## config.mk

```make
export PLATFORM = sky130hd
export DESIGN_NAME = matrix_dispatch_unit
export DESIGN_NICKNAME = d
export VERILOG_FILES = /design/src/rtl/matrix_dispatch_unit.sv
export SDC_FILE = /design/constraint.sdc
export NUM_CORES = 1
export LEC_CHECK = 0
export CAP_MARGIN = 10
export CORE_UTILIZATION = 35
export CTS_CLUSTER_SIZE = 24
export DETAILED_ROUTE_END_ITERATION = 10
export SYNTH_ARGS = -nofsm -noshare
export SYNTH_HDL_FRONTEND = slang
export SYNTH_SLANG_ARGS = --single-unit
```

## constraint.sdc

```tcl
create_clock -name clk -period 4.55 [get_ports clk]
set_input_delay 0.6825 -clock clk [delete_from_list [all_inputs] [get_ports clk]]
set_output_delay 0.6825 -clock clk [all_outputs]
set_load 0.005 [all_outputs]
```

## src/rtl/matrix_dispatch_unit.sv

```systemverilog
`default_nettype none
// +----------------------------------------------------------------------------+
// | matrix_dispatch_unit: queued matrix-command dispatcher, round-robin issue  |
// | to NUM_ENGINES engines with per-engine FSM/watchdog and tagged completions |
// | Optional perf counters: DISPATCH_PERF_CNT_EN             Revision: 1.0     |
// +----------------------------------------------------------------------------+
module matrix_dispatch_unit #(
  parameter int NUM_ENGINES    = 2,
  parameter int QUEUE_DEPTH    = 4,
  parameter int ADDR_W         = 32,
  parameter int DIM_W          = 32,
  parameter int OP_W           = 4,
  parameter int TAG_W          = 4,
  parameter int TIMEOUT_CYCLES = 1024
) (
  input  logic                              clk,
  input  logic                              rst_n,
  input  logic                              cmd_valid,
  output logic                              cmd_ready,
  input  logic [OP_W-1:0]                   cmd_op,
  input  logic [ADDR_W-1:0]                 cmd_src1,
  input  logic [ADDR_W-1:0]                 cmd_src2,
  input  logic [ADDR_W-1:0]                 cmd_dest,
  input  logic [DIM_W-1:0]                  cmd_dim,
  input  logic [TAG_W-1:0]                  cmd_tag,
  output logic [NUM_ENGINES-1:0]            eng_start,
  output logic [NUM_ENGINES*OP_W-1:0]       eng_op,
  output logic [NUM_ENGINES*ADDR_W-1:0]     eng_src1,
  output logic [NUM_ENGINES*ADDR_W-1:0]     eng_src2,
  output logic [NUM_ENGINES*ADDR_W-1:0]     eng_dest,
  output logic [NUM_ENGINES*DIM_W-1:0]      eng_dim,
  input  logic [NUM_ENGINES-1:0]            eng_busy,
  input  logic [NUM_ENGINES-1:0]            eng_done,
  input  logic [NUM_ENGINES-1:0]            eng_error,
  output logic                              cpl_valid,
  output logic [TAG_W-1:0]                  cpl_tag,
  output logic [$clog2(NUM_ENGINES):0]      cpl_engine,
  output logic                              cpl_error,
  output logic                              cpl_timeout,
  output logic [$clog2(QUEUE_DEPTH):0]      queue_count,
`ifdef DISPATCH_PERF_CNT_EN
  input  logic                              perf_clr,
  output logic [31:0]                       perf_issued,
  output logic [31:0]                       perf_errors,
  output logic [31:0]                       perf_stall,
`endif
  output logic                              idle
);

  localparam int EW   = $clog2(NUM_ENGINES) + 1;
  localparam int QW   = $clog2(QUEUE_DEPTH);
  localparam int WD_W = $clog2(TIMEOUT_CYCLES + 1);

  localparam logic [1:0] S_IDLE   = 2'd0;
  localparam logic [1:0] S_RUN    = 2'd1;
  localparam logic [1:0] S_REPORT = 2'd2;

  logic [OP_W-1:0]   q_op   [QUEUE_DEPTH];
  logic [ADDR_W-1:0] q_src1 [QUEUE_DEPTH];
  logic [ADDR_W-1:0] q_src2 [QUEUE_DEPTH];
  logic [ADDR_W-1:0] q_dest [QUEUE_DEPTH];
  logic [DIM_W-1:0]  q_dim  [QUEUE_DEPTH];
  logic [TAG_W-1:0]  q_tag  [QUEUE_DEPTH];

  logic [QW-1:0] r_wptr, r_rptr;
  logic [QW:0]   r_count, w_count_nxt;
  logic          w_full, w_empty, w_push, w_issue;
  logic [EW-1:0] r_rr_ptr, w_sel, w_sel_hi, w_sel_lo, w_cpl_sel;
  logic          w_hi_found, r_idle;
  logic [NUM_ENGINES-1:0]       w_is_idle, w_is_report, w_nxt_idle, w_err_all, w_to_all;
  logic [NUM_ENGINES*TAG_W-1:0] w_tag_all;
  logic          w_unused_busy;

  assign w_unused_busy = &{1'b0, eng_busy};

  assign w_full      = (r_count == (QW+1)'(QUEUE_DEPTH));
  assign w_empty     = (r_count == '0);
  assign cmd_ready   = !w_full;
  assign w_push      = cmd_valid && !w_full;
  assign w_issue     = !w_empty && (|w_is_idle);
  assign w_count_nxt = r_count + {{QW{1'b0}}, w_push} - {{QW{1'b0}}, w_issue};
  assign queue_count = r_count;
  assign idle        = r_idle;

  always_ff @(posedge clk) begin
    if (w_push) begin
      q_op[r_wptr]   <= cmd_op;
      q_src1[r_wptr] <= cmd_src1;
      q_src2[r_wptr] <= cmd_src2;
      q_dest[r_wptr] <= cmd_dest;
      q_dim[r_wptr]  <= cmd_dim;
      q_tag[r_wptr]  <= cmd_tag;
    end
  end

  always_ff @(posedge clk or negedge rst_n) begin
    if (!rst_n) begin
      r_wptr   <= '0;
      r_rptr   <= '0;
      r_count  <= '0;
      r_rr_ptr <= '0;
      r_idle   <= 1'b1;
    end else begin
      if (w_push)  r_wptr <= r_wptr + 1'b1;
      if (w_issue) r_rptr <= r_rptr + 1'b1;
      r_count <= w_count_nxt;
      if (w_issue) r_rr_ptr <= (w_sel == EW'(NUM_ENGINES - 1)) ? '0 : w_sel + 1'b1;
      r_idle  <= (w_count_nxt == '0) && (&w_nxt_idle);
    end
  end

  // Lowest idle index at/after rr_ptr, else lowest idle index overall (wrap).
  always_comb begin
    w_sel_hi   = '0;
    w_sel_lo   = '0;
    w_hi_found = 1'b0;
    for (int i = NUM_ENGINES - 1; i >= 0; i--) begin
      if (w_is_idle[i]) begin
        w_sel_lo = EW'(i);
        if (EW'(i) >= r_rr_ptr) begin
          w_sel_hi   = EW'(i);
          w_hi_found = 1'b1;
        end
      end
    end
    w_sel = w_hi_found ? w_sel_hi : w_sel_lo;
  end

  always_comb begin
    w_cpl_sel   = '0;
    cpl_tag     = '0;
    cpl_error   = 1'b0;
    cpl_timeout = 1'b0;
    for (int i = NUM_ENGINES - 1; i >= 0; i--) begin
      if (w_is_report[i]) begin
        w_cpl_sel   = EW'(i);
        cpl_tag     = w_tag_all[i*TAG_W +: TAG_W];
        cpl_error   = w_err_all[i];
        cpl_timeout = w_to_all[i];
      end
    end
  end

  assign cpl_valid  = |w_is_report;
  assign cpl_engine = w_cpl_sel;

  for (genvar i = 0; i < NUM_ENGINES; i++) begin : g_eng
    logic [1:0]        r_state, w_state_nxt;
    logic [OP_W-1:0]   r_op;
    logic [ADDR_W-1:0] r_src1, r_src2, r_dest;
    logic [DIM_W-1:0]  r_dim;
    logic [TAG_W-1:0]  r_tag;
    logic              r_err, r_to;
    logic [WD_W-1:0]   r_wd;
    logic              w_start, w_emit, w_expire;

    assign w_start  = w_issue && (w_sel == EW'(i));
    assign w_emit   = (r_state == S_REPORT) && (w_cpl_sel == EW'(i));
    assign w_expire = (r_wd == WD_W'(TIMEOUT_CYCLES - 1));

    always_comb begin
      w_state_nxt = r_state;
      case (r_state)
        S_IDLE:   if (w_start) w_state_nxt = S_RUN;
        S_RUN:    if (eng_done[i] || eng_error[i] || w_expire) w_state_nxt = S_REPORT;
        S_REPORT: if (w_emit) w_state_nxt = S_IDLE;
        default:  w_state_nxt = S_IDLE;
      endcase
    end

    always_ff @(posedge clk or negedge rst_n) begin
      if (!rst_n) begin
        r_state <= S_IDLE;
        r_op    <= '0;
        r_src1  <= '0;
        r_src2  <= '0;
        r_dest  <= '0;
        r_dim   <= '0;
        r_tag   <= '0;
        r_err   <= 1'b0;
        r_to    <= 1'b0;
        r_wd    <= '0;
      end else begin
        r_state <= w_state_nxt;
        if (w_start) begin
          r_op   <= q_op[r_rptr];
          r_src1 <= q_src1[r_rptr];
          r_src2 <= q_src2[r_rptr];
          r_dest <= q_dest[r_rptr];
          r_dim  <= q_dim[r_rptr];
          r_tag  <= q_tag[r_rptr];
          r_err  <= 1'b0;
          r_to   <= 1'b0;
          r_wd   <= '0;
        end else if (r_state == S_RUN) begin
          if (r_wd != WD_W'(TIMEOUT_CYCLES)) r_wd <= r_wd + 1'b1;
          if (eng_error[i] || w_expire) r_err <= 1'b1;
          if (w_expire) r_to <= 1'b1;
        end
      end
    end

    // Operands are shown from the queue head during the start cycle, then held.
    assign eng_start[i]                   = w_start;
    assign eng_op[i*OP_W +: OP_W]         = w_start ? q_op[r_rptr]   : r_op;
    assign eng_src1[i*ADDR_W +: ADDR_W]   = w_start ? q_src1[r_rptr] : r_src1;
    assign eng_src2[i*ADDR_W +: ADDR_W]   = w_start ? q_src2[r_rptr] : r_src2;
    assign eng_dest[i*ADDR_W +: ADDR_W]   = w_start ? q_dest[r_rptr] : r_dest;
    assign eng_dim[i*DIM_W +: DIM_W]      = w_start ? q_dim[r_rptr]  : r_dim;
    assign w_is_idle[i]                   = (r_state == S_IDLE);
    assign w_is_report[i]                 = (r_state == S_REPORT);
    assign w_nxt_idle[i]                  = (w_state_nxt == S_IDLE);
    assign w_err_all[i]                   = r_err;
    assign w_to_all[i]                    = r_to;
    assign w_tag_all[i*TAG_W +: TAG_W]    = r_tag;
  end

`ifdef DISPATCH_PERF_CNT_EN
  always_ff @(posedge clk or negedge rst_n) begin
    if (!rst_n) begin
      perf_issued <= '0;
      perf_errors <= '0;
      perf_stall  <= '0;
    end else if (perf_clr) begin
      perf_issued <= '0;
      perf_errors <= '0;
      perf_stall  <= '0;
    end else begin
      if (w_issue)                   perf_issued <= perf_issued + 32'd1;
      if (cpl_valid && cpl_error)    perf_errors <= perf_errors + 32'd1;
      if (!w_empty && !(|w_is_idle)) perf_stall  <= perf_stall + 32'd1;
    end
  end
`endif

endmodule
`default_nettype wire

```

==> results.cfg <==
[yosys]
synthArstFlopShare_pct = 36.4
synth_warnings = 0
synthFlopType = edfxtp_1
synth_cell_types = 42
synth-edff-count = 544
yosysSeqAreaShare_pct = 76.0
avgSynthCellArea_sq_um = 17.8
ys_ff_latch = 855
postSynthCellCount = 1787
synthesis.nets = 1943
syn-cell-area_sq_um = 31700

[timing]
tightest_slew_ns = 0.910
hold_violations = 0
final_max_slew_viol_count = 0
postLayoutSetupSlackWorst_ns = 0.489
min_period_ns = 4.06
setup_viol_count_final = 0
final.period_utilization_pct = 89.3
max_freq_ghz = 0.246
tns_ns = 0
rsz0062_at_grt = no
max_slew_margin_pct = 39.3
skew_ns = 0.0247

[clock_tree]
cts_resized = 0
htreeDepth = 3
cts_tree = yes
ctsHoldBuffers = 0
clock-sinks = 855
clkLatencyLatePin_ns = 0.67
cts_buffer_depth = 3
root_buffer = clkbuf_16
post_cts_buffers = 0
path_clk_slew_ns = 0.06
numCtsBuffers = 94

[routing]
vias = 16813
highest_layer = met5
ant_nets = 0
avgViaCountPerCell = 4.76
wl_met2_mm = 37.6
drt-met1-wl_mm = 29.6
firstDrtPassIters = 7
drcViolationCount = 0
initialDrtViolationCount = 1055
wl_met3_mm = 4.10
drt-total-wl_mm = 73.5
routedWlPerCell_um = 20.8

[power_and_ir_drop]
internal-power_mw = 22.9
clockPowerShare_pct = 22.8
seq_power_share_pct = 34.6
power_density_nw_per_um2 = 820
swShare_pct = 31.5
ir_drop_v = 0.000638
p_comb_share_pct = 42.6
p_switching_mw = 10.6
p_leak_nw = 15.2

[setup_path]
path_cells = buf_12 > mux4_2 > mux2_2 > clkdlybuf4s50_1
crit_fanout = 38
timing.rr.end = idle$_DFF_PN1_
cp_slowest_cell = dfrtp_4
path_class = register to primary output
r2r_cells = 11
rrSetupSlack_ns = 1.34
cp.required_ns = 3.87
crit_path_start_kind = register
slowest_delay_ns = 1.01
endpoint_kind = primary output
r2r_start = queue_count[2]$_DFF_PN0_
arrival_ns = 3.38

[layout]
final_common_cell = edfxtp_1
instances_no_fill = 3535
area_delta_synth_final_pct = 28.8
stdcell_area_sq_um = 40900
drive_above_1_share_pct = 19.9
fillers = 7705
nets = 2417
most-common-layout-cells = edfxtp_1 (544), clkdlybuf4s50_1 (420), nand2_1 (416)

[floorplanning]
core_area_sq_um = 89900
ioPinCount = 425
fp.dieW_um = 303
core.rowCount = 110
die_h_um = 303
initial_core_util_pct = 35.3
dieArea_sq_um = 91900

[placed_design]
dp.cells = 3341
placed_cell_area_sq_um = 37600
pre_cts_slack_ns = 1.11
hpwl_mm = 46.2
portBuffers = 421
place.gp.congestion = 0.763

[global_routing]
grt_first_pass_wirelength_mm = 110
grt_overflow = 0
grt_antenna_before_repair = 15
grt_max_degree = 105
grt_usage_pct = 16.0
grt_pass1_vias = 17887

[outcome]
status = completed

[job]
cap_violations = 0

[worst_hold_path]
hold_class = input port to async pin
## metrics by stage
step                hold slack [ns]  power [mW]  utilization, %
floorplan                     0.387        18.5               -
finish                        0.109        33.5            45.5
global route                  0.143        35.5            45.5
CTS                          0.0916        34.1            45.4
detailed placement            0.456        26.3            41.9
global placement              0.455        26.0            41.9
## cell usage after synthesis, types with 6 or more instances
library cell  count  area, sq um
a21oi_1           7         35.0
a22o_1            6         52.6
buf_2            48          240
buf_4             8         60.1
clkbuf_1         27          101
dfrtp_1         310         7760
edfxtp_1        544        16300
ha_1             10          125
inv_1            13         48.8
mux2_2          136         1530
mux4_2          136         3060
nand2_1         416         1560
nand4_1          10         62.6
nor2_1           24         90.1
nor3_1           16         80.1
o21ai_0           7         35.0
xnor2_1          12          105
xor2_1            6         52.6
## layer usage
| metal | GRT usage, % | up-vias |
|---|---|---|
| li1 | - | 7594 |
| met1 | 19.8 | 8718 |
| met2 | 26.7 | 386 |
| met3 | 3.98 | 111 |
| met4 | 6.98 | 4 |
| met5 | 0 | - |
## layout make-up
cell class | instances | area, sq um | area share (%)
multi-input combinational | 833 | 7180 | 17.6
clock buffer | 126 | 2570 | 6.30
clock inverter | 52 | 608 | 1.49
timing repair buffer | 463 | 4810 | 11.8
inverter | 14 | 57.6 | 0.141
antenna | 16 | 40.0 | 0.0980
sequential | 855 | 24100 | 59.0
tap | 1176 | 1470 | 3.60
## critical path: cells and delay by family, from the launching register on
family / cells / cell delay (ns)
muxes: 2 / 0.89
DFF: 1 / 1.01
buffers and inverters: 2 / 0.76
## worst max-delay path by stage
| stage | from | endpoint | slack, ns |
|---|---|---|---|
| 2_1_floorplan | cmd_valid | q_dest[0][0]$_DFFE_PP_ | 0.18 |
| 3_3_place_gp | r_rptr[0]$_DFFE_PN0P_ | eng_src2[12] | 1.11 |
| 3_5_place_dp | r_rptr[0]$_DFFE_PN0P_ | eng_src2[12] | 1.11 |
| 4_1_cts | r_rptr[0]$_DFFE_PN0P_ | eng_src2[12] | 0.34 |
| 5_1_grt | r_rptr[0]$_DFFE_PN0P_ | eng_src2[12] | 0.28 |
| 6_report | r_rptr[0]$_DFFE_PN0P_ | eng_src2[11] | 0.49 |
## registers in the layout, summed over array words and instances (netlist names)
signal         count
q_dest           128
q_dim            128
q_src1           128
q_src2           128
g_eng.r_dest      64
g_eng.r_dim       64
g_eng.r_src1      64
g_eng.r_src2      64
g_eng.r_wd        22
q_op              16
q_tag             16
g_eng.r_op         8
g_eng.r_tag        8
g_eng.r_state      4
queue_count        3
g_eng.r_err        2
g_eng.r_to         2
r_rptr             2
r_wptr             2
idle               1
r_rr_ptr           1
## logic make-up after synthesis
| group | count (synthesis) | synth area share, % |
|---|---|---|
| buf+inv | 99 | 1.45 |
| compound gates | 28 | 0.647 |
| simple gates | 499 | 6.33 |
| xor+xnor | 18 | 0.497 |
| other cells | 1 | 0.0118 |
| fa+ha+maj | 11 | 0.457 |
| flops | 855 | 76.0 |
| mux | 276 | 14.6 |
## power by group through the flow
stage	combinational, mW	sequential (mW)	clock (mW)
2_1_floorplan	7.03	11.5	0
3_3_place_gp	14.3	11.6	0
3_5_place_dp	14.5	11.8	0
4_1_cts	14.6	11.6	7.87
5_1_grt	15.5	11.8	8.17
6_report	14.3	11.6	7.64
Power figures use the tool's default switching activity.
